==> config.mk <==
export PLATFORM = sky130hd
export DESIGN_NAME = mcp_run_controller
export DESIGN_NICKNAME = d
export VERILOG_FILES = /design/src/rtl/mcp_run_controller.sv
export SDC_FILE = /design/constraint.sdc
export NUM_CORES = 1
export LEC_CHECK = 0
export BUFFER_PORTS_ARGS = -buffer_cell sky130_fd_sc_hd__buf_2
export CAP_MARGIN = 20
export CORE_MARGIN = 3
export CORE_UTILIZATION = 50
export CTS_BUF_LIST = sky130_fd_sc_hd__clkbuf_8
export DETAILED_ROUTE_END_ITERATION = 8
export PLACE_DENSITY_LB_ADDON = 0.1
export SLEW_MARGIN = 10
export SYNTH_ARGS = -nofsm -noshare
export SYNTH_HDL_FRONTEND = slang
export SYNTH_SLANG_ARGS = --single-unit
==> constraint.sdc <==
create_clock -name Clock -period 8 [get_ports Clock]
set_clock_uncertainty 0.15 [all_clocks]
set_input_delay 1.6 -clock Clock [delete_from_list [all_inputs] [get_ports Clock]]
set_output_delay 1.6 -clock Clock [all_outputs]
set_load 0.01 [all_outputs]
==> src/rtl/mcp_run_controller.sv <==
// Host-side run controller for the multi-cycle processor: restart-and-run, single-step,
// resume, and halting on host stop, cycle budget or a masked flag condition.
module mcp_run_controller #(
    parameter int CNT_W      = 16,
    parameter int RST_CYCLES = 2
) (
    input  logic             Clock,
    input  logic             Reset,
    input  logic             Start,
    input  logic             Step,
    input  logic             Resume,
    input  logic             Stop,
    input  logic [CNT_W-1:0] CycleLimit,
    input  logic [3:0]       FlagMask,
    input  logic [3:0]       FlagMatch,
    input  logic [3:0]       FlagReg,
    output logic             Run,
    output logic             CpuReset,
    output logic             Busy,
    output logic             Done,
    output logic [1:0]       HaltCause,
    output logic [CNT_W-1:0] CyclesRun,
    output logic [3:0]       FlagSnap
);

    localparam int RC_W = (RST_CYCLES > 1) ? $clog2(RST_CYCLES) : 1;
    localparam logic [RC_W-1:0] RC_LAST = RC_W'(RST_CYCLES - 1);

    typedef enum logic [2:0] {
        IDLE      = 3'd0,
        RESET_CPU = 3'd1,
        RUN       = 3'd2,
        STEP      = 3'd3,
        HALTED    = 3'd4
    } state_t;

    state_t          state;
    state_t          state_next;
    logic [RC_W-1:0] rst_cnt;
    logic [CNT_W:0]  count_plus_one;
    logic            limit_hit;
    logic            flag_hit;
    logic            halt_hit;
    logic [1:0]      halt_code;
    logic            run_d;
    logic            cpu_reset_d;
    logic            busy_d;
    logic            done_d;

    function automatic logic [CNT_W-1:0] sat_inc(input logic [CNT_W-1:0] v);
        return (&v) ? v : v + 1'b1;
    endfunction

    // Widened by one bit so the budget compare stays correct at a saturated counter
    assign count_plus_one = {1'b0, CyclesRun} + 1'b1;
    assign limit_hit      = (CycleLimit != '0) && (count_plus_one >= {1'b0, CycleLimit});
    assign flag_hit       = (FlagMask != 4'b0000) &&
                            ((FlagReg & FlagMask) == (FlagMatch & FlagMask));

    always_ff @(posedge Clock) begin
        if (Reset) begin
            state <= IDLE;
        end else begin
            state <= state_next;
        end
    end

    always_comb begin
        state_next = state;
        halt_hit   = 1'b0;
        halt_code  = 2'b00;
        if (Stop) begin
            halt_hit  = 1'b1;
            halt_code = 2'b01;
        end else if (limit_hit) begin
            halt_hit  = 1'b1;
            halt_code = 2'b10;
        end else if (flag_hit) begin
            halt_hit  = 1'b1;
            halt_code = 2'b11;
        end
        case (state)
            IDLE: begin
                if (Start)     state_next = RESET_CPU;
                else if (Step) state_next = STEP;
            end
            RESET_CPU: begin
                if (rst_cnt == RC_LAST) state_next = RUN;
            end
            RUN: begin
                if (Start)         state_next = RESET_CPU;
                else if (halt_hit) state_next = HALTED;
            end
            STEP: begin
                state_next = HALTED;
            end
            HALTED: begin
                if (Start)       state_next = RESET_CPU;
                else if (Step)   state_next = STEP;
                else if (Resume) state_next = RUN;
            end
            default: state_next = IDLE;
        endcase
    end

    // Outputs are decoded from the upcoming state so they are registered yet aligned with it
    always_comb begin
        run_d       = 1'b0;
        cpu_reset_d = 1'b0;
        busy_d      = 1'b0;
        done_d      = 1'b0;
        case (state_next)
            RESET_CPU: begin
                cpu_reset_d = 1'b1;
                busy_d      = 1'b1;
            end
            RUN, STEP: begin
                run_d  = 1'b1;
                busy_d = 1'b1;
            end
            HALTED:  done_d = 1'b1;
            default: ;
        endcase
    end

    always_ff @(posedge Clock) begin
        if (Reset) begin
            Run      <= 1'b0;
            CpuReset <= 1'b0;
            Busy     <= 1'b0;
            Done     <= 1'b0;
        end else begin
            Run      <= run_d;
            CpuReset <= cpu_reset_d;
            Busy     <= busy_d;
            Done     <= done_d;
        end
    end

    always_ff @(posedge Clock) begin
        if (Reset) begin
            rst_cnt   <= '0;
            CyclesRun <= '0;
            HaltCause <= 2'b00;
            FlagSnap  <= 4'b0000;
        end else begin
            rst_cnt <= (state == RESET_CPU) ? rst_cnt + 1'b1 : '0;
            if (state_next == RESET_CPU) begin
                CyclesRun <= '0;
                HaltCause <= 2'b00;
            end else begin
                if (state == RUN || state == STEP) begin
                    CyclesRun <= sat_inc(CyclesRun);
                end
                if (state == RUN && state_next == HALTED) begin
                    HaltCause <= halt_code;
                end else if (state == STEP) begin
                    HaltCause <= 2'b00;
                end
            end
            if (state_next == HALTED && state != HALTED) begin
                FlagSnap <= FlagReg;
            end
        end
    end

endmodule

==> run_results.csv <==
group,metric,value,unit
sta,post-route-period-util,48.6,%
drt,wl_per_cell,12.5,um
clocking,clk-insertion-delay-late,290,ps
grt,grt_pass1_wl,7520,um
worst_setup_path,path_max_fanout,6,
floorplan,rows,22,
clocking,cts_setup_buffers,0,
synth,synth.area.mux_share,1.97,%
floorplan,start_util,53.5,%
synth,synthAdderAreaFrac,10.5,%
power_and_ir_drop,p_per_area,143,nW/um^2
synth,synth.area.top_cells,"dfxtp_1 (30%), ha_1 (10%), xor2_1 (6.5%)",
worst_setup_path,criticalPathCategory,"flip-flop to flip-flop",
finish,area_growth,21.4,%
min_path,hp-start,"FlagSnap[3]",
synth,async_reset_ff_share,0,%
power_and_ir_drop,peakVddDrop,93.1,uV
drt,drt_iter0_drc,121,
synth,synthFlopType,"dfxtp_1",
floorplan,die-area,4860,um^2
finish,finalNetCount,365,
worst_setup_path,timing.critical_path.mode_cell,"nor3_1",
sta,finalHoldViolCount,0,
synth,synth_compound_area_share,12.8,%
worst_setup_path,cp.arrival,3950,ps
drt,vias_per_cell,5.24,
drt,antenna_left,0,
worst_setup_path,worstPathCellList,"ha_1 > nand3_2 > nor3_1 > nand2_1 > nor3_1 > xor2_1 > ha_1 > nand3_1 > nor3_1 > a211oi_1 > a31oi_1 > nor3_1 > a221oi_4 > mux2i_1",
sta,period_minus_slack,3890,ps
worst_setup_path,r2r_start,"CyclesRun[0]",
grt,grt_max_degree,19,
worst_setup_path,startpoint,"CyclesRun[0]",
finish,fillCellCount,347,
floorplan,io_pins,60,
clocking,cts_hold_buf,0,
finish,drive_above_1_share,23.5,%
placement,placed_cell_area,2360,um^2
placement,dp_hpwl,3620,um
floorplan,die_w,69.7,um
drt,drt-total-wl,4540,um
clocking,h-tree-depth,2,
power_and_ir_drop,swShare,25.5,%
synth,syn_nets,306,
synth,ys_ff_latch,30,
synth,synth_edf_count,0,
clocking,clock-sinks,30,
grt,grt_pass1_vias,1671,
worst_setup_path,critPathMaxStageDelay,450,ps
clocking,cts_resized,0,
clocking,cts_tree,"built",
synth,yosys_warnings,0,
floorplan,die_h,69.7,um
synth,synthSimpleGateAreaFrac,27.5,%
drt,wl_met2,2090,um
synth,ys_types,42,
sta,finalSetupViolations,0,
clocking,cts_buffer_depth,2,
placement,io_buffers,59,
sta,rsz0062_at_grt,"false",
worst_setup_path,cp-end-kind,"flip-flop",
floorplan,core_area,3800,um^2
drt,num_vias,1903,
finish,n_antenna_cell,0,
sta,final-max-slew-violation-count,0,
sta,slew_headroom,50.2,%
drt,wl_met3,281,um
clocking,root_buffer,"clkbuf_8",
synth,synth_xor_xnor_area_share,12.5,%
synth,avgSynthCellArea,7.96,um^2
grt,antenna_found_initial,0,
worst_setup_path,worstPathRequired,8070,ps
sta,whs,326,ps
min_path,hold_path_class,"flip-flop to flip-flop",
placement,gp_congestion,0.831,
worst_setup_path,crit_path_start_kind,"flip-flop",
synth,netlist_area,2030,um^2
synth,synth_top_family_by_area,"simple AND/OR/NAND/NOR gates",
synth,synth_largest_area_cell,"dfxtp_1",
grt,gr-total-overflow,0,
sta,tns,0,ps
sta,tightest_slew,746,ps
power_and_ir_drop,seqPwrFrac,44.7,%
sta,timing.fmax,0.257,GHz
power_and_ir_drop,finalPower,0.000353,W
grt,grt_usage,18.9,%
worst_setup_path,critPathTopFamily,"simple AND/OR/NAND/NOR gates",
run_status,outcome,"complete, no violations",
drt,wl_met1,2120,um
drt,routed.top_layer,"met4",
clocking,numCtsBuffers,5,
worst_setup_path,worst-path-buf-inv,0,
finish,final_area,2470,um^2
drt,first_pass_iters,4,
synth,synthCells,255,
power_and_ir_drop,clock_power_share,41.0,%
power_and_ir_drop,pwr-share-comb,14.3,%
power_and_ir_drop,leakage,1.16,nW
worst_setup_path,slowest_stage,"nor3_1",
clocking,clkSlewWorstSetupHoldPaths,60,ps
power_and_ir_drop,p_int,0.000263,W
power_and_ir_drop,switchingPower,0.0000898,W
synth,seq_area_frac_synth,29.6,%
job,drv_cap,0,
drt,drc,0,
synth,synth_top_area_share,29.6,%
## Yosys cell counts (2+ instances only)
cell type / count
xnor2_1: 14
nand3_1: 8
and2_1: 2
dfxtp_1: 30
nor2b_1: 6
nor2_1: 25
ha_1: 17
buf_2: 3
o21ai_0: 5
xor2_1: 15
a211oi_1: 2
inv_1: 20
nor4_1: 6
a31oi_1: 4
nand4_1: 4
nand2b_1: 9
or3_1: 6
nand2_1: 25
a21oi_1: 15
mux2i_1: 4
nor3_1: 11
clkbuf_1: 4
## cell usage in the layout (no fill, tap or decap), types with 2 or more instances in the layout
| master | n |
|---|---|
| or3_1 | 6 |
| o21ai_0 | 5 |
| nand2b_1 | 9 |
| clkbuf_8 | 8 |
| mux2i_1 | 4 |
| nand4_1 | 4 |
| xnor2_1 | 14 |
| a31oi_1 | 4 |
| a211oi_1 | 2 |
| buf_2 | 59 |
| and2_1 | 2 |
| nor3_1 | 11 |
| nor2b_1 | 6 |
| nand2_1 | 25 |
| inv_1 | 20 |
| nor2_1 | 25 |
| nand3_1 | 8 |
| xor2_1 | 15 |
| nor4_1 | 6 |
| ha_1 | 17 |
| dfxtp_1 | 30 |
| a21oi_1 | 15 |
## tightest hold or removal path, cell delays in order (launching register included)
cell	delay [ps]
dfxtp_1	310
nand2b_1	60
mux2i_1	60
## cell type report
type,instances,area [um^2],area share [%]
multi-input cells,198,1330,53.7
flip-flops and latches,30,601,24.4
repair buffers,59,295,12.0
clock buffers,8,110,4.46
inverters,20,75.1,3.04
well taps,48,60.1,2.44
## final timing paths
kind            endpoint  slack (ps)  cells after the start
max          FlagSnap[3]        4110                     14
min          FlagSnap[3]         330                      2
max reg2reg  FlagSnap[3]        4110                     14
min reg2reg  FlagSnap[3]         330                      2
## metrics by stage
stage | worst slack [ps] | utilization, % | instances
global placement | 4290 | 62.0 | 355
CTS | 4100 | 64.9 | 363
finish | 4110 | 64.9 | 363
global route | 3630 | 64.9 | 363
detailed placement | 4110 | 62.0 | 355
floorplan | 4550 | - | 255
## flip-flops by register name, indices dropped and copies added, names as in the netlist, 2 cells and up
signal / flops
CyclesRun: 16
state: 3
FlagSnap: 4
HaltCause: 2
## kinds of logic (layout without fill, tap and decap cells)
logic type / Yosys count / after routing
XOR/XNOR: 29 / 29
adder cells (fa/ha/maj): 17 / 17
buffers and inverters: 27 / 87
AO/OA/AOI/OAI: 38 / 38
multiplexers: 4 / 4
AND/OR/NAND/NOR: 110 / 110
flip-flops: 30 / 30
## power by group through the flow
stage	combinational [W]	sequential [W]	clock, W
finish	0.0000504	0.000158	0.000144
global route	0.0000575	0.000158	0.000153
CTS	0.0000510	0.000158	0.000147
detailed placement	0.0000508	0.000161	0
global placement	0.0000508	0.000161	0
floorplan	0.0000319	0.000161	0
## per-layer routing
| layer | track usage [%] | vias up |
|---|---|---|
| li1 | - | 992 |
| met1 | 25.0 | 862 |
| met2 | 29.6 | 45 |
| met3 | 6.23 | 4 |
| met4 | 5.11 | 0 |
| met5 | 0 | - |
(Power assumes the default switching activity.)
